## src/rtl/rr_arbiter16_pkg.sv

```systemverilog
// rr_arbiter16_pkg
// Shared constants and types for the 16-way round-robin arbiter.
//   N_REQ   : number of requesters
//   IDX_W   : width of a requester index
//   state_t : arbiter FSM state
package rr_arbiter16_pkg;
  localparam int N_REQ = 16;
  localparam int IDX_W = 4;

  typedef enum logic {
    IDLE = 1'b0,
    BUSY = 1'b1
  } state_t;
endpackage

```

## src/rtl/rr_arbiter16_pick.sv

```systemverilog
// rr_pick
// Combinational round-robin winner search.
//   req    in  16 : request vector
//   ptr    in  4  : index where the search starts
//   winner out 16 : one-hot winner, zero when req is zero
//   idx    out 4  : index of the winner (0 when req is zero)
module rr_pick
  import rr_arbiter16_pkg::*;
(
  input  logic [N_REQ-1:0] req,
  input  logic [IDX_W-1:0] ptr,
  output logic [N_REQ-1:0] winner,
  output logic [IDX_W-1:0] idx
);

  logic [N_REQ-1:0]   mask;
  logic [2*N_REQ-1:0] dbl;

  always_comb begin
    mask = {N_REQ{1'b1}} << ptr;
    // Lower copy holds only bits at or above ptr; the upper, unmasked copy
    // supplies the wrapped-around candidates below ptr.
    dbl  = {req, req & mask};
    idx  = '0;
    // Descending scan so the lowest set bit wins; truncating the position
    // to IDX_W bits folds the upper copy back onto 0..15.
    for (int k = 2*N_REQ-1; k >= 0; k--) begin
      if (dbl[k]) idx = IDX_W'(k);
    end
    winner = '0;
    if (|req) winner[idx] = 1'b1;
  end

endmodule

```

## src/rtl/rr_arbiter16.sv

```systemverilog
// rr_arbiter16
// Sixteen-way round-robin arbiter with a registered one-hot grant, grant
// hold timeout and forced-release strobe.
//   HOLD_MAX      param : max grant length in cycles, 0 disables the timeout
//   clk           in  1 : clock
//   rst_n         in  1 : asynchronous active-low reset
//   req           in 16 : level-sensitive request lines
//   release_pulse in  1 : owner ends its grant (one-cycle pulse)
//   grant         out 16: registered one-hot grant or zero
//   grant_valid   out 1 : grant is non-zero
//   timeout       out 1 : one-cycle pulse on forced revocation
//
// state | meaning
// IDLE  | no grant held; next request wins from ptr onward
// BUSY  | grant held; hold counter runs until an end-event
module rr_arbiter16
  import rr_arbiter16_pkg::*;
#(
  parameter int HOLD_MAX = 64
) (
  input  logic             clk,
  input  logic             rst_n,
  input  logic [N_REQ-1:0] req,
  input  logic             release_pulse,
  output logic [N_REQ-1:0] grant,
  output logic             grant_valid,
  output logic             timeout
);

  localparam int CNT_W = ($clog2(HOLD_MAX+1) > 1) ? $clog2(HOLD_MAX+1) : 1;
  localparam logic [CNT_W-1:0] CNT_TC = (HOLD_MAX > 0) ? CNT_W'(HOLD_MAX-1) : '0;

  state_t           state;
  logic [IDX_W-1:0] ptr;
  logic [CNT_W-1:0] cnt;
  logic [N_REQ-1:0] pick_winner;
  logic [IDX_W-1:0] pick_idx;
  logic             owner_end;
  logic             hold_end;

  rr_pick u_pick (
    .req    (req),
    .ptr    (ptr),
    .winner (pick_winner),
    .idx    (pick_idx)
  );

  assign owner_end = release_pulse | ~|(req & grant);
  assign hold_end  = (HOLD_MAX != 0) && (cnt == CNT_TC);

  always_ff @(posedge clk or negedge rst_n) begin
    if (!rst_n) begin
      state       <= IDLE;
      ptr         <= '0;
      cnt         <= '0;
      grant       <= '0;
      grant_valid <= 1'b0;
      timeout     <= 1'b0;
    end else begin
      timeout <= 1'b0;
      case (state)
        IDLE: begin
          if (|req) begin
            grant       <= pick_winner;
            grant_valid <= 1'b1;
            ptr         <= pick_idx + 1'b1;
            cnt         <= '0;
            state       <= BUSY;
          end
        end
        BUSY: begin
          if (owner_end || hold_end) begin
            grant       <= '0;
            grant_valid <= 1'b0;
            cnt         <= '0;
            state       <= IDLE;
            // An owner-initiated end hides a coincident timeout.
            timeout     <= hold_end && !owner_end;
          end else if (cnt != {CNT_W{1'b1}}) begin
            // Saturates only when the timeout is disabled.
            cnt <= cnt + 1'b1;
          end
        end
        default: state <= IDLE;
      endcase
    end
  end

endmodule

```

## config.mk

```make
export PLATFORM = sky130hd
export DESIGN_NAME = rr_arbiter16
export DESIGN_NICKNAME = d
export VERILOG_FILES = /design/src/rtl/rr_arbiter16_pkg.sv /design/src/rtl/rr_arbiter16_pick.sv /design/src/rtl/rr_arbiter16.sv
export SDC_FILE = /design/constraint.sdc
export NUM_CORES = 1
export LEC_CHECK = 0
export ABC_AREA = 1
export ABC_CLOCK_PERIOD_IN_PS = 2660
export CAP_MARGIN = 15
export CORE_UTILIZATION = 52
export DETAILED_ROUTE_END_ITERATION = 8
export MAX_ROUTING_LAYER = met4
export PLACE_DENSITY = 0.88
export SETUP_SLACK_MARGIN = 0.2
export SYNTH_ARGS = -nofsm -noshare
export SYNTH_HDL_FRONTEND = slang
export SYNTH_SLANG_ARGS = --single-unit
```

## constraint.sdc

```tcl
create_clock -name clk -period 2.66 [get_ports clk]
set_clock_uncertainty 0.15 [all_clocks]
set_input_delay 0.798 -clock clk [delete_from_list [all_inputs] [get_ports clk]]
set_output_delay 0.798 -clock clk [all_outputs]
set_load 0.05 [all_outputs]
```

==> results of run 1 <==
## stage by stage
stage,cell area (µm²),util,setup TNS [ps],cells
after detailed placement,2740,0.789,-19390,419
after CTS,3260,0.939,-291,453
after global placement,2740,0.789,-17610,419
after floorplan,1990,-,-161,294
## repair_timing
action,CTS
buffers inserted,27
pin swaps,27
gates resized for setup,109
gates cloned,0
setup endpoints to repair,29
## metal layers
layer  overflow  global-route usage
met1          0               0.655
met2          4               0.858
met3          0               0.408
met4          9               0.645
met5          -                   -
## kinds of logic after synthesis
| logic type | count (synthesis) |
|---|---|
| AO/OA/AOI/OAI | 50 |
| adder cells (fa/ha/maj) | 5 |
| AND/OR/NAND/NOR | 136 |
| buffers and inverters | 73 |
| flip-flops | 30 |
## cells in the mapped netlist, drive strengths merged
master  instances  share of area
nand2          79           0.15
nand4           1         0.0032
nor2           25          0.053
nor3b           1         0.0038
buf             2         0.0051
a31oi           1         0.0032
nor3           10          0.026
inv            71           0.14
nand3          15          0.038
o21ai          16          0.043
dfrtp          30           0.38
o22ai          16          0.051
o311ai          1         0.0045
o21bai          1         0.0038
o211ai          1         0.0038
or2             1         0.0032
a21oi          11          0.028
o221ai          1         0.0045
a221oi          2         0.0089
and3            1         0.0032
nor4            3         0.0096
ha              5          0.032
==> impl_metrics.csv, run 1 <==
group,metric,value,unit
run_status,status,"did not finish",
run_status,haltStage,"5_1_grt",
run_status,error,"[ERROR GRT-0116] Global routing finished with congestion. Check the congestion regions in the DRC Viewer.",
cts,clock-root-buffer,"clkbuf_8",
cts,cts_made_buffers,5,
grt,grt_overflow,13,
grt,groute.usage.overall,0.660,
synthesis,synth-compound-area-share,0.151,
synthesis,yosysSeqAreaShare,0.383,
synthesis,syn_inst,294,
grt,grt_pass1_wl,18800,µm
grt,grt_max_degree,31,
floorplan,dieHeight,63.4,µm
cts,holdBufCountCts,0,
cts,htree_levels,2,
synthesis,synth_nets,318,
floorplan,fp-row-count,21,
placed_design,gp_congestion,0.933,
synthesis,synthAdderAreaFrac,0.0319,
synthesis,synth_top_family_by_area,"simple AND/OR/NAND/NOR gates",
synthesis,synth-xor-area-share,0,
synthesis,ys_ff_latch,30,
placed_design,pre_cts_slack,-901,ps
grt,first_global_vias,3442,
cts,clock_sinks,30,
synthesis,synth-simple-area-share,0.294,
placed_design,dp_hpwl,4530,µm
synthesis,syn_avg_cell_area,6.67,µm²
synthesis,yosysWarnings,0,
cts,cts_buffer_depth,2,
floorplan,initial_core_util,0.565,
floorplan,die_x,63.4,µm
synthesis,synthesis.area,1960,µm²
floorplan,io_pins,37,
placed_design,io_buffers,36,
synthesis,synthDistinctLibCells,27,
synthesis,synthMuxAreaShare,0,
==> run 2: changes to the inputs <==
Settings changed: CORE_UTILIZATION 52 to 40, MAX_ROUTING_LAYER met4 to not set, PLACE_DENSITY 0.88 to not set, PLACE_DENSITY_LB_ADDON set to 0.15, SETUP_SLACK_MARGIN 0.2 to not set.
==> impl_metrics.csv, run 2 <==
group,metric,value,unit
run_status,status,"complete, but fails checks",
run_status,violations,"setup timing",
synthesis,ys_ff_latch,30,
synthesis,synthDistinctLibCells,27,
synthesis,synth_nets,318,
cts,clkTransAtPathRegs,70,ps
detailed_routing,dr_total_vias,2308,
sta,whs,323,ps
synthesis,synth-edff-count,0,
cells_and_area,layout_commonest_cell,"nand2_1",
cells_and_area,fin_util,0.682,
synthesis,synth-xor-area-share,0,
grt,grt_overflow,0,
synthesis,synth.most_common_cell,"nand2_1",
pwr,power_frac_seq,0.214,
synthesis,yosys-top-cells-area,"dfrtp_1 38%, nand2_1 15%, inv_1 14%, o22ai_1 5.1%, nor2_1 4.4%",
pwr,switching_share,0.463,
placed_design,gp_congestion,0.922,
floorplan,initial_core_util,0.415,
critical_path,criticalPathCategory,"input port to flip-flop",
detailed_routing,wl_per_cell,13.8,µm
pwr,internal_power,0.00163,W
critical_path,critPathArrivalTime,2780,ps
critical_path,worstPathRequired,2680,ps
cells_and_area,mostFrequentLayoutCells,"69 x nand2_1, 58 x buf_4, 55 x inv_1",
cts,cts_buffer_depth,2,
detailed_routing,firstDrtPassIters,4,
sta,timing.final.crit_period,2760,ps
sta,rsz0062_at_grt,"true",
critical_path,crit_fanout,5,
placed_design,place_area,2790,µm²
pwr,switchingPower,0.00140,W
pwr,max-vdd-ir-drop,0.000770,V
synthesis,synthAdderAreaFrac,0.0319,
cells_and_area,reg_top3,"grant: 16 flops, cnt: 7 flops, ptr: 4 flops",
grt,grt_max_degree,31,
grt,grt_pass1_wl,9920,µm
pwr,combPwrFrac,0.635,
cts,cts_made_buffers,5,
placed_design,dp_hpwl,4570,µm
cells_and_area,final_cells,462,
cts,clock_latency,290,ps
floorplan,io_pins,37,
floorplan,dieArea,5190,µm²
cells_and_area,largest_reg_flops,16,
sta,worstMarginPinSlew,504,ps
grt,groute.usage.overall,0.250,
cts,holdBufCountCts,0,
floorplan,die_x,72.0,µm
synthesis,synth-simple-area-share,0.294,
synthesis,syn_avg_cell_area,6.67,µm²
sta,setup_ws,-98.0,ps
cts,clock-root-buffer,"clkbuf_8",
synthesis,syn_inst,294,
synthesis,synth_top_family_by_area,"simple AND/OR/NAND/NOR gates",
synthesis,synth.largest_area_cell,"dfrtp_1",
job,cap_violations,0,
sta,fmax,0.363,GHz
placed_design,placedCellCount,442,
cts,htree_levels,2,
critical_path,cp-start-kind,"input port",
synthesis,async_flop_share,1.00,
synthesis,synth-compound-area-share,0.151,
cts,clock_sinks,30,
pwr,clockPowerShare,0.152,
cts,tritoncts,"yes",
sta,finalSetupViolations,6,
synthesis,netlist.area_leader.share,0.383,
cells_and_area,finish.instance_area,3220,µm²
synthesis,yosysWarnings,0,
detailed_routing,drc_errors,0,
detailed_routing,drt-total-wl,6400,µm
grt,antenna_found_initial,0,
hold_path,hp-class,"flip-flop to flip-flop",
sta,final_hold_viol_count,0,
synthesis,synth_top_cells_by_count,"77 x nand2_1, 71 x inv_1, 30 x dfrtp_1",
detailed_routing,drtIter0Drc,204,
pwr,power_density,941,nW/µm²
sta,slew_headroom,0.663,
pwr,p_leak,1.58,nW
critical_path,crit_path_end_kind,"flip-flop",
grt,first_global_vias,2150,
synthesis,synthesis.area,1960,µm²
synthesis,synthMuxAreaShare,0,
floorplan,coreArea,4720,µm²
floorplan,dieHeight,72.0,µm
floorplan,fp-row-count,25,
cells_and_area,top_register,"grant",
cells_and_area,nets,418,
sta,tns,-396,ps
detailed_routing,routed_via_density,5.00,
sta,fin_crit_sh,1.04,
synthesis,synth-main-ff-cell,"dfrtp_1",
cells_and_area,area_growth,64.2,%
sta,slew_viol_final,0,
cells_and_area,insertedDiodeCount,0,
synthesis,yosysSeqAreaShare,0.383,
placed_design,io_buffers,36,
cells_and_area,drive_gt1_frac,0.334,
detailed_routing,ant_nets,0,
-- run 2: cell counts after synthesis --
Identical to the previous run, type by type.
-- run 2: power groups by stage --
stage / Combinational (W) / Sequential (W) / Clock (W)
after detailed placement: 0.00147 / 0.000649 / 0
after floorplan: 0.000674 / 0.000833 / 0
final: 0.00192 / 0.000648 / 0.000459
after global routing: 0.00207 / 0.000660 / 0.000481
after global placement: 0.00146 / 0.000649 / 0
after CTS: 0.00163 / 0.000642 / 0.000465
-- run 2: cells by family (layout without fill, tap and decap cells) --
group | count (synthesis) | count (layout)
simple gates | 136 | 136
compound gates | 50 | 50
flops | 30 | 30
fa+ha+maj | 5 | 5
buf+inv | 73 | 174
-- run 2: stage by stage --
step	total power, W	setup slack [ps]
5_1_grt	0.00322	-292
2_1_floorplan	0.00151	-53.7
6_report	0.00303	-98.0
4_1_cts	0.00274	-11.2
3_3_place_gp	0.00211	-880
3_5_place_dp	0.00212	-917
-- run 2: layout make-up --
type	count	area (µm²)
inverters	71	284
clock buffers	5	68.8
multi-input cells	191	1180
repair buffers	95	811
clock inverters	3	40.0
fillers	387	1500
flip-flops and latches	30	751
well taps	67	83.8
-- run 2: repair_timing --
| item | CTS | global route |
|---|---|---|
| buffers inserted | 5 | 8 |
| gates cloned | 0 | 0 |
| pin swaps | 9 | 12 |
| setup endpoints to repair | 28 | 27 |
| resized for setup | 56 | 45 |
| endpoints found under the hold margin | 0 | 0 |
-- run 2: final timing paths --
check / start / endpoint / slack, ps / cells past startpoint
max in group asynchronous: rst_n / ptr[0]$_DFFE_PN0P_ / 1310 / 2
max reg2reg: ptr[2]$_DFFE_PN0P_ / ptr[2]$_DFFE_PN0P_ / 170 / 17
min reg2reg: grant_valid$_DFFE_PN0P_ / grant_valid$_DFFE_PN0P_ / 320 / 2
max: req[3] / ptr[2]$_DFFE_PN0P_ / -100 / 17
min in group asynchronous: rst_n / grant[14]$_DFFE_PN0P_ / 750 / 2
min: grant_valid$_DFFE_PN0P_ / grant_valid$_DFFE_PN0P_ / 320 / 2
-- run 2: per-layer routing --
metal,global-route usage,share of wire,up-vias
met2,0.412,0.50,80
met5,0,0,-
li1,-,-,1131
met4,0.0806,0.011,0
met3,0.0444,0.064,8
met1,0.336,0.43,1089
-- run 2: worst max-delay path, cell delays in order --
cell,delay (ps)
clkdlybuf4s50_1,440
nor2_1,150
nand2_1,70
nand2_1,70
nand2_1,50
nand3_1,60
nand2_1,60
nand2_1,100
nand2_1,80
a21oi_2,180
nor2_1,80
buf_4,160
ha_4,150
inv_2,60
nor2_2,40
inv_2,130
o221ai_2,110
Power figures use the tool's default switching activity.
